$ cat src/rtl/hazard_ctrl_pkg.sv
// Shared types and constants for the pipeline hazard controller.
// Slot layout and forwarding-select encodings used by hazard_ctrl and fwd_sel.
package hazard_ctrl_pkg;

   localparam int RA_W = 5;
   localparam int FW_W = 2;

   localparam logic [FW_W-1:0] FW_REG = 2'b00;
   localparam logic [FW_W-1:0] FW_MEM = 2'b01;
   localparam logic [FW_W-1:0] FW_WB  = 2'b10;

   typedef struct packed {
      logic            wreg;
      logic            m2reg;
      logic [RA_W-1:0] dest;
   } slot_t;

   // True when the slot will write a non-zero register equal to src.
   function automatic logic slot_hit(slot_t s, logic [RA_W-1:0] src);
      return s.wreg && (s.dest != '0) && (s.dest == src);
   endfunction

endpackage

$ cat src/rtl/hazard_ctrl_if.sv
// ID/EX-side bundle between the pipeline datapath and hazard_ctrl.
// master = datapath, slave = hazard controller.
interface hazard_ctrl_if;
   import hazard_ctrl_pkg::*;

   logic [RA_W-1:0] id_rs;
   logic [RA_W-1:0] id_rt;
   logic            id_use_rs;
   logic            id_use_rt;
   logic [RA_W-1:0] id_destR;
   logic            id_wreg;
   logic            id_m2reg;
   logic            ex_branch;
   logic            ex_zero;

   logic [FW_W-1:0] id_FWA;
   logic [FW_W-1:0] id_FWB;
   logic            pc_wen;
   logic            ifid_wen;
   logic            ifid_flush;
   logic            idex_bubble;
   logic            pc_sel_branch;

   modport master (
      output id_rs, id_rt, id_use_rs, id_use_rt,
      output id_destR, id_wreg, id_m2reg,
      output ex_branch, ex_zero,
      input  id_FWA, id_FWB, pc_wen, ifid_wen,
      input  ifid_flush, idex_bubble, pc_sel_branch
   );

   modport slave (
      input  id_rs, id_rt, id_use_rs, id_use_rt,
      input  id_destR, id_wreg, id_m2reg,
      input  ex_branch, ex_zero,
      output id_FWA, id_FWB, pc_wen, ifid_wen,
      output ifid_flush, idex_bubble, pc_sel_branch
   );

endinterface

$ cat src/rtl/hazard_ctrl_fwd_sel.sv
// Compares one ID source register against the EX and MEM scoreboard slots.
// Yields the forwarding select and a load-in-EX hit for the stall detector.
module fwd_sel
   import hazard_ctrl_pkg::*;
(
   input  logic [RA_W-1:0] src_i,
   input  logic            use_i,
   input  slot_t           ex_i,
   input  slot_t           mem_i,
   output logic [FW_W-1:0] sel_o,
   output logic            ld_hit_o
);

   logic ex_hit;
   logic mem_hit;

   assign ex_hit   = use_i & slot_hit(ex_i, src_i);
   assign mem_hit  = use_i & slot_hit(mem_i, src_i);
   assign ld_hit_o = ex_hit & ex_i.m2reg;

   // EX is the newer producer, so it is tested first.
   always_comb begin
      sel_o = FW_REG;
      priority case (1'b1)
         (ex_hit & ~ex_i.m2reg): sel_o = FW_MEM;
         mem_hit:                sel_o = FW_WB;
         default:                sel_o = FW_REG;
      endcase
   end

endmodule

$ cat src/rtl/hazard_ctrl.sv
// Hazard controller: shadow scoreboard, registered forwarding, stall and flush.
// Optional HAZARD_STATS_EN adds stall_cnt/flush_cnt event counters.
module hazard_ctrl
   import hazard_ctrl_pkg::*;
(
   input  logic        clk,
   input  logic        rst,
   hazard_ctrl_if.slave hz
`ifdef HAZARD_STATS_EN
   ,
   output logic [31:0] stall_cnt,
   output logic [31:0] flush_cnt
`endif
);

   slot_t ex_q, mem_q, wb_q, ex_d;
   logic [FW_W-1:0] fwa_q, fwb_q, fwa_d, fwb_d;
   logic [FW_W-1:0] sel_a, sel_b;
   logic ld_hit_a, ld_hit_b;
   logic taken, ld_use, stall, bubble;
   logic unused_wb;

   fwd_sel u_fwd_a (
      .src_i    (hz.id_rs),
      .use_i    (hz.id_use_rs),
      .ex_i     (ex_q),
      .mem_i    (mem_q),
      .sel_o    (sel_a),
      .ld_hit_o (ld_hit_a)
   );

   fwd_sel u_fwd_b (
      .src_i    (hz.id_rt),
      .use_i    (hz.id_use_rt),
      .ex_i     (ex_q),
      .mem_i    (mem_q),
      .sel_o    (sel_b),
      .ld_hit_o (ld_hit_b)
   );

   // A taken branch discards the ID instruction, so it overrides the stall.
   assign taken  = hz.ex_branch & hz.ex_zero;
   assign ld_use = ld_hit_a | ld_hit_b;
   assign stall  = ld_use & ~taken;
   assign bubble = taken | ld_use;

   assign hz.pc_wen        = ~stall;
   assign hz.ifid_wen      = ~stall;
   assign hz.ifid_flush    = taken;
   assign hz.idex_bubble   = bubble;
   assign hz.pc_sel_branch = taken;
   assign hz.id_FWA        = fwa_q;
   assign hz.id_FWB        = fwb_q;

   always_comb begin
      ex_d  = '0;
      fwa_d = FW_REG;
      fwb_d = FW_REG;
      if (!bubble) begin
         ex_d.wreg  = hz.id_wreg;
         ex_d.m2reg = hz.id_m2reg;
         ex_d.dest  = hz.id_destR;
         fwa_d      = sel_a;
         fwb_d      = sel_b;
      end
   end

   always_ff @(posedge clk) begin
      if (rst) begin
         ex_q  <= '0;
         mem_q <= '0;
         wb_q  <= '0;
         fwa_q <= FW_REG;
         fwb_q <= FW_REG;
      end else begin
         wb_q  <= mem_q;
         mem_q <= ex_q;
         ex_q  <= ex_d;
         fwa_q <= fwa_d;
         fwb_q <= fwb_d;
      end
   end

   // WB slot mirrors the pipeline but no longer feeds any hazard decision.
   assign unused_wb = ^wb_q;

`ifdef HAZARD_STATS_EN
   logic [31:0] stall_cnt_q, flush_cnt_q;

   always_ff @(posedge clk) begin
      if (rst) begin
         stall_cnt_q <= '0;
         flush_cnt_q <= '0;
      end else begin
         if (stall) stall_cnt_q <= stall_cnt_q + 32'd1;
         if (taken) flush_cnt_q <= flush_cnt_q + 32'd1;
      end
   end

   assign stall_cnt = stall_cnt_q;
   assign flush_cnt = flush_cnt_q;
`endif

endmodule

$ cat src/flat_wrapper.sv
// flat-port wrapper written by rule: the top's interface ports become plain ports
module hazard_ctrl_flat import hazard_ctrl_pkg::*;
  (clk, rst, hz_id_rs, hz_id_rt, hz_id_use_rs, hz_id_use_rt, hz_id_destR, hz_id_wreg, hz_id_m2reg, hz_ex_branch, hz_ex_zero, hz_id_FWA, hz_id_FWB, hz_pc_wen, hz_ifid_wen, hz_ifid_flush, hz_idex_bubble, hz_pc_sel_branch);
  hazard_ctrl_if hz_i ();
  input  logic clk;
  input  logic rst;
  input wire logic [$bits(hz_i.id_rs)-1:0] hz_id_rs;
  input wire logic [$bits(hz_i.id_rt)-1:0] hz_id_rt;
  input wire logic [$bits(hz_i.id_use_rs)-1:0] hz_id_use_rs;
  input wire logic [$bits(hz_i.id_use_rt)-1:0] hz_id_use_rt;
  input wire logic [$bits(hz_i.id_destR)-1:0] hz_id_destR;
  input wire logic [$bits(hz_i.id_wreg)-1:0] hz_id_wreg;
  input wire logic [$bits(hz_i.id_m2reg)-1:0] hz_id_m2reg;
  input wire logic [$bits(hz_i.ex_branch)-1:0] hz_ex_branch;
  input wire logic [$bits(hz_i.ex_zero)-1:0] hz_ex_zero;
  output wire logic [$bits(hz_i.id_FWA)-1:0] hz_id_FWA;
  output wire logic [$bits(hz_i.id_FWB)-1:0] hz_id_FWB;
  output wire logic [$bits(hz_i.pc_wen)-1:0] hz_pc_wen;
  output wire logic [$bits(hz_i.ifid_wen)-1:0] hz_ifid_wen;
  output wire logic [$bits(hz_i.ifid_flush)-1:0] hz_ifid_flush;
  output wire logic [$bits(hz_i.idex_bubble)-1:0] hz_idex_bubble;
  output wire logic [$bits(hz_i.pc_sel_branch)-1:0] hz_pc_sel_branch;
  assign hz_i.id_rs = hz_id_rs;
  assign hz_i.id_rt = hz_id_rt;
  assign hz_i.id_use_rs = hz_id_use_rs;
  assign hz_i.id_use_rt = hz_id_use_rt;
  assign hz_i.id_destR = hz_id_destR;
  assign hz_i.id_wreg = hz_id_wreg;
  assign hz_i.id_m2reg = hz_id_m2reg;
  assign hz_i.ex_branch = hz_ex_branch;
  assign hz_i.ex_zero = hz_ex_zero;
  assign hz_id_FWA = hz_i.id_FWA;
  assign hz_id_FWB = hz_i.id_FWB;
  assign hz_pc_wen = hz_i.pc_wen;
  assign hz_ifid_wen = hz_i.ifid_wen;
  assign hz_ifid_flush = hz_i.ifid_flush;
  assign hz_idex_bubble = hz_i.idex_bubble;
  assign hz_pc_sel_branch = hz_i.pc_sel_branch;
  hazard_ctrl u_core (.clk(clk), .rst(rst), .hz(hz_i));
endmodule
$ cat config.mk
export PLATFORM = sky130hd
export DESIGN_NAME = hazard_ctrl_flat
export DESIGN_NICKNAME = d
export VERILOG_FILES = /design/src/rtl/hazard_ctrl_pkg.sv /design/src/rtl/hazard_ctrl_if.sv /design/src/rtl/hazard_ctrl_fwd_sel.sv /design/src/rtl/hazard_ctrl.sv /design/src/flat_wrapper.sv
export SDC_FILE = /design/constraint.sdc
export NUM_CORES = 1
export LEC_CHECK = 0
export CORE_ASPECT_RATIO = 1.2
export CORE_UTILIZATION = 25
export DETAILED_ROUTE_END_ITERATION = 6
export HOLD_SLACK_MARGIN = 0.03
export SLEW_MARGIN = 10
export SYNTH_ARGS = -nofsm -noshare
export SYNTH_HDL_FRONTEND = slang
export SYNTH_SLANG_ARGS = --single-unit
$ cat constraint.sdc
create_clock -name clk -period 2.2 [get_ports clk]
set_input_delay 0.44 -clock clk [delete_from_list [all_inputs] [get_ports clk]]
set_output_delay 0.44 -clock clk [all_outputs]
set_load 0.01 [all_outputs]
==> summary.txt, run 1 <==
Clocking
  – H-Tree Depth: 1
  – Worst skew pair latency: 280 ps
  – CTS tree: done
  – Clock transition time at the flip-flop clock pins of the worst setup and hold paths: 100 ps
  – Sink Count: 17
  – Hold-fix buffers, CTS: 0
  – CTS max path bufs: 2
  – CTS buffer count: 3
  – Clock root buffer: clkbuf_4

Cells and area
  – # diodes: 0
  – Most common cell after layout, fill and taps aside: buf_4
  – Commonest non-fill, non-tap cells in the layout: buf_4 (28), clkdlybuf4s50_1 (18), dfxtp_1 (16)
  – Share of cells above drive strength 1: 0.270
  – Final Non-Filler Cells: 184
  – Final core occ: 0.448
  – Layout Nets: 172
  – Layout area overhead: 70.7%

Drt
  – Drt drc: 0
  – Final ANT Viol Nets: 0
  – First drt pass iteration count: 4
  – Total Wirelength: 2.03 mm
  – Wire length per cell: between 10 and 15 microns
  – Routed vias: 816
  – Starting DRT DRC Count: 1
  – Vias per cell: around 4.4

Critical path
  – Startpoint Class: flip-flop
  – Critical Path AT: 1760 ps
  – Endpoint type of the worst setup path: output pin
  – Critical path peak fanout: 3
  – Reg2reg start: u_core.ex_q[1]
  – WP data required: between 1500 and 2000 ps
  – Register-to-register setup slack: approximately 530 ps
  – Critical Setup Path Class: flip-flop to output pin
  – R2r endpoint: u_core.hz.id_FWB[0]
  – Reg2Reg Depth: 7

Timing
  – Setup Viol. Count Final: 0
  – Max Freq: about 460 MHz
  – Slew margin rel.: 0.789
  – RSZ-0062 raised after global routing: yes
  – Slew Limit Fails: 0
  – Minimum clock period: 2200 ps
  – Skew final: 7.45 ps
  – Worst-Margin Slew: 313 ps
  – Final worst-path setup slack: 3.70 ps
  – Period utilization: 0.998
  – Fin. Hold Viols: 0

Worst hold path
  – Worst hold stages: 1
  – Hold wc startpoint: u_core.ex_q[6]
  – Worst hold path class: flip-flop to flip-flop
  – Hold Path Sink: u_core.mem_q[6]

Power and ir drop
  – Leak pwr: 0.601 nW
  – Final Total Pwr: 0.000651 W
  – PwrDens: 472 nW/um^2
  – Worst vdd ir: 277 uV

Yosys
  – Synth top area cells: dfxtp_1 (42%), xnor2_1 (13%), xor2_1 (8.7%)
  – Syn avg cell area: 9.18 sq um
  – Post-synthesis adder-cell area fraction: 0
  – Synth Net Count: 111
  – Complex-gate fraction of the synthesized area: 0.119
  – Post-synthesis mux area share: 0
  – Simple-gate share of the synthesized area: 0.206
  – Top-area cell type share of the netlist area: 0.421
  – XOR/XNOR share of the synthesized area: 0.217
  – Sequential fraction of the synthesis area: 0.421
  – Flops & latches, synth: 17
  – Synth area leader: dfxtp_1
  – Number of synthesis warnings: 0
  – Largest family of logic cells by synthesized area: XOR/XNOR gates
  – Synthesized area: ~810 sq um
  – Syn Inst Count: 88
  – Yosys cell types: 21

Global routing
  – Global-route wire length before repair: 3.22 mm
  – Number of global-route vias before repair: 832
  – Largest net degree at the start of global routing: 10
  – Overflow after GRT: 0
  – Initial antenna violation count: 0
  – GRT Overall Usage: 0.129

Placement
  – GPL Wtd Cong: 0.810
  – Setup WS pre-CTS: -429 ps
  – Dpl hpwl: 1.63 mm
  – DP Cell Count: 176
  – Number of port buffers: 31

Floorplan
  – Initial Util: 0.262
  – Core Area: 3080 sq um
  – Rows: 22
  – Die height: 64.3 microns
  – Die area: 3470 sq um
  – # IOs: 32
  – DIE WIDTH: 53.9 microns

Outcome
  – Status: complete, no violations

Run
  – Max_cap viols: 0
[through the flow]
stage	TNS [ps]	cell area, sq um	hold WS (ps)
floorplan	0	808	439
global placement	-1310	1320	448
detailed placement	-1220	1320	459
CTS	-15.2	1350	473
global route	-136	1380	485
finish	0	1380	472
[Yosys cell counts]
master and instances:
a21o_1 1, nand4_1 2, nor4_1 2, xnor2_1 12, buf_4 2, a211oi_1 2, buf_6 1, nand3_1 5
and2_4 1, nand2_1 10, nor3_1 2, inv_1 1, nand3b_1 1, o22ai_1 3, dfxtp_1 17, a21oi_1 8
nor2b_1 6, xor2_1 8, o21a_1 1, o211ai_1 1, or4_1 2
[timing repair]
action                     in CTS  in global routing
setup endpoints to repair       3                  3
gates resized for setup        22                  5
pin swaps                       8                  2
buffers inserted                3                  1
[cell families (layout without fill, tap and decap cells)]
kind of cell	count (synthesis)	in the layout
AND/OR/NAND/NOR	31	31
AO/OA/AOI/OAI	16	16
XOR/XNOR	20	20
flip-flops	17	17
buffers and inverters	4	64
[routing by layer]
layer | wire [microns] | part of all wire | global-route usage | vias up
met5 | 0 | 0 | 0 | -
met2 | 1020 | 0.50 | 0.245 | 30
met1 | 837 | 0.41 | 0.121 | 358
met4 | 14 | 0.0069 | 0.0395 | 0
li1 | - | - | - | 426
met3 | 151 | 0.075 | 0.0452 | 2
[where the power goes]
part           switching (W)  internal (W)
Sequential         0.0000100      0.000319
Clock              0.0000930     0.0000703
Combinational      0.0000582      0.000101
Total               0.000161      0.000490
[registers in the layout, indices dropped and copies added, names as in the netlist]
signal            count
u_core.hz.id_FWA      2
u_core.ex_q           7
u_core.hz.id_FWB      2
u_core.mem_q          6
[area by class of cell]
class | count | area (sq um)
clock buffer | 4 | 26.3
fill | 330 | 1700
inverter | 1 | 3.75
multi-input combinational | 67 | 463
sequential | 17 | 342
tap | 36 | 45.0
timing repair buffer | 59 | 500
[how the worst max path moves through the flow]
stage,startpoint,cells after the start,endpoint
finish,u_core.ex_q[1],5,hz_idex_bubble
global route,u_core.ex_q[1],5,hz_idex_bubble
CTS,u_core.ex_q[1],5,hz_idex_bubble
detailed placement,hz_id_rt[2],7,hz_idex_bubble
global placement,hz_id_rs[0],7,hz_idex_bubble
floorplan,hz_id_rt[0],5,hz_pc_wen
[worst max-delay path: stages (launching register included)]
cell and delay, ps:
dfxtp_2 330, or4_4 520, o21a_1 190, and2_4 160, a21o_1 140, buf_2 130
Power figures use the tool's default switching activity.
==> inputs of run 2 (changes only) <==
- ABC_CLOCK_PERIOD_IN_PS: not set -> 2200
==> results of run 2 <==
Same layout as run 1: the final DEF is identical, and so are final timing and power.
==> inputs of run 3 (changes only) <==
- SKIP_CTS_REPAIR_TIMING: not set -> 1
==> summary.txt, run 3 (same netlist as run 1, synthesis figures left out) <==
Global routing
  – Global-route wire length before repair: 3.15 mm
  – Overflow after GRT: 0
  – GRT Overall Usage: 0.126
  – Number of global-route vias before repair: just over 800
  – Largest net degree at the start of global routing: 10
  – Initial antenna violation count: 0

Timing
  – Skew final: 6.92 ps
  – Setup Viol. Count Final: 1
  – Max Freq: roughly 450 MHz
  – Minimum clock period: 2210 ps
  – Fin. Hold Viols: 0
  – Slew margin rel.: 0.800
  – Final worst-path setup slack: -13.3 ps
  – RSZ-0062 raised after global routing: yes
  – Worst-Margin Slew: 297 ps
  – Period utilization: 1.01
  – Slew Limit Fails: 0

Clocking
  – H-Tree Depth: 1
  – CTS buffer count: 3
  – CTS max path bufs: 2
  – Clock transition time at the flip-flop clock pins of the worst setup and hold paths: about 100 ps
  – Sink Count: 17
  – CTS tree: done
  – Clock root buffer: clkbuf_4
  – Worst skew pair latency: 280 ps

Cells and area
  – Filler cell count: 322
  – Layout area overhead: 72.0%
  – Most common cell after layout, fill and taps aside: buf_4
  – Top flop regs: u_core.ex_q: 7 flops, u_core.mem_q: 6 flops
  – Reg area: 343 sq um
  – # diodes: 0
  – Multi-input logic area: 455 sq um
  – Max reg flops: 7
  – Layout Nets: 170
  – Share of cells above drive strength 1: 0.260
  – Final Non-Filler Cells: about 180
  – Largest Register: u_core.ex_q
  – Commonest non-fill, non-tap cells in the layout: buf_4 (25), clkdlybuf4s50_1 (19), dfxtp_1 (15)

Drt
  – Routed vias: a little over 800
  – Drt drc: 0
  – Total Wirelength: 2.03 mm
  – Starting DRT DRC Count: 1
  – Wire length per cell: 11.2 microns
  – Vias per cell: 4.44
  – First drt pass iteration count: 4
  – Final ANT Viol Nets: 0

Floorplan
  – Die area: 3470 sq um
  – DIE WIDTH: 53.9 microns
  – Initial Util: 0.262
  – Core Area: 3080 sq um
  – # IOs: 32
  – Die height: 64.3 microns
  – Rows: 22

Critical path
  – CP max stage delay: 520 ps
  – Startpoint Class: flip-flop
  – Critical Setup Path Class: flip-flop to output pin
  – Critical Path AT: between 1500 and 2000 ps
  – Worst path slowest cell: or4_4
  – Critical path peak fanout: 3
  – Crit path buf inv count: 1
  – WP data required: 1760 ps
  – Worst path cell trace: or4_4 -> o21a_1 -> and2_4 -> a21o_1 -> buf_2
  – CP top delay family: simple AND/OR/NAND/NOR gates
  – Endpoint type of the worst setup path: output pin

Power and ir drop
  – Worst vdd ir: 278 uV
  – PwrDens: between 400 and 500 nW/um^2
  – Final Total Pwr: 0.000649 W
  – Leak pwr: 0.640 nW

Outcome
  – Status: finished with violations
  – Failing checks: negative setup slack

Worst hold path
  – Worst hold path class: flip-flop to flip-flop

Run
  – Max_cap viols: 0

Placement
  – GPL Wtd Cong: 0.810
  – Number of port buffers: 31
  – Dpl hpwl: between 1.5 and 2 mm
  – DP Cell Count: 176
run 3: cell types whose count changed in the layout (fill, tap and decap cells not counted), sizes merged:
cell / delta
clkdlybuf4s50: +1
buf: -2
dlymetal6s2s: +7
dlygate4sd2: -8
run 3: path summary, 6_finish.rpt:
kind                            slack [ps]  cells after the start                   to           start
worst min-delay path                   470                      1      u_core.mem_q[6]  u_core.ex_q[6]
worst min register to register         470                      1      u_core.mem_q[6]  u_core.ex_q[6]
worst max-delay path                   -10                      5       hz_idex_bubble  u_core.ex_q[0]
worst max register to register         620                      5  u_core.hz.id_FWA[1]  u_core.ex_q[0]
run 3: report_power, final:
part	leakage (nW)	total, W	switching, W	internal (W)
sequential	0.140	0.000329	0.00000993	0.000319
clock	0.0150	0.000162	0.0000918	0.0000703
combinational	0.485	0.000158	0.0000572	0.000101
total	0.640	0.000649	0.000159	0.000490
run 3: routing by layer:
metal  up-vias  share of wire  global-route usage
met4         0          0.014              0.0395
met5         -              0                   0
met2        28           0.50               0.230
met3         4          0.065              0.0452
met1       356           0.42               0.125
li1        420              -                   -
run 3: cell type report:
cell class	count	area share
clock buffers	4	0.0189
inverters	1	0.00270
multi-input cells	67	0.328
flip-flops and latches	17	0.247
well taps	36	0.0324
repair buffers	57	0.372
run 3: through the flow:
step	util	TNS (ps)	cell area [sq um]	setup slack (ps)	hold slack, ps
floorplan	-	0	808	151	439
global placement	0.427	-1310	1320	-469	448
detailed placement	0.427	-1220	1320	-429	459
CTS	0.436	-1300	1340	-455	473
global route	0.451	-197	1390	-94.4	485
finish	0.451	-13.3	1390	-13.3	470
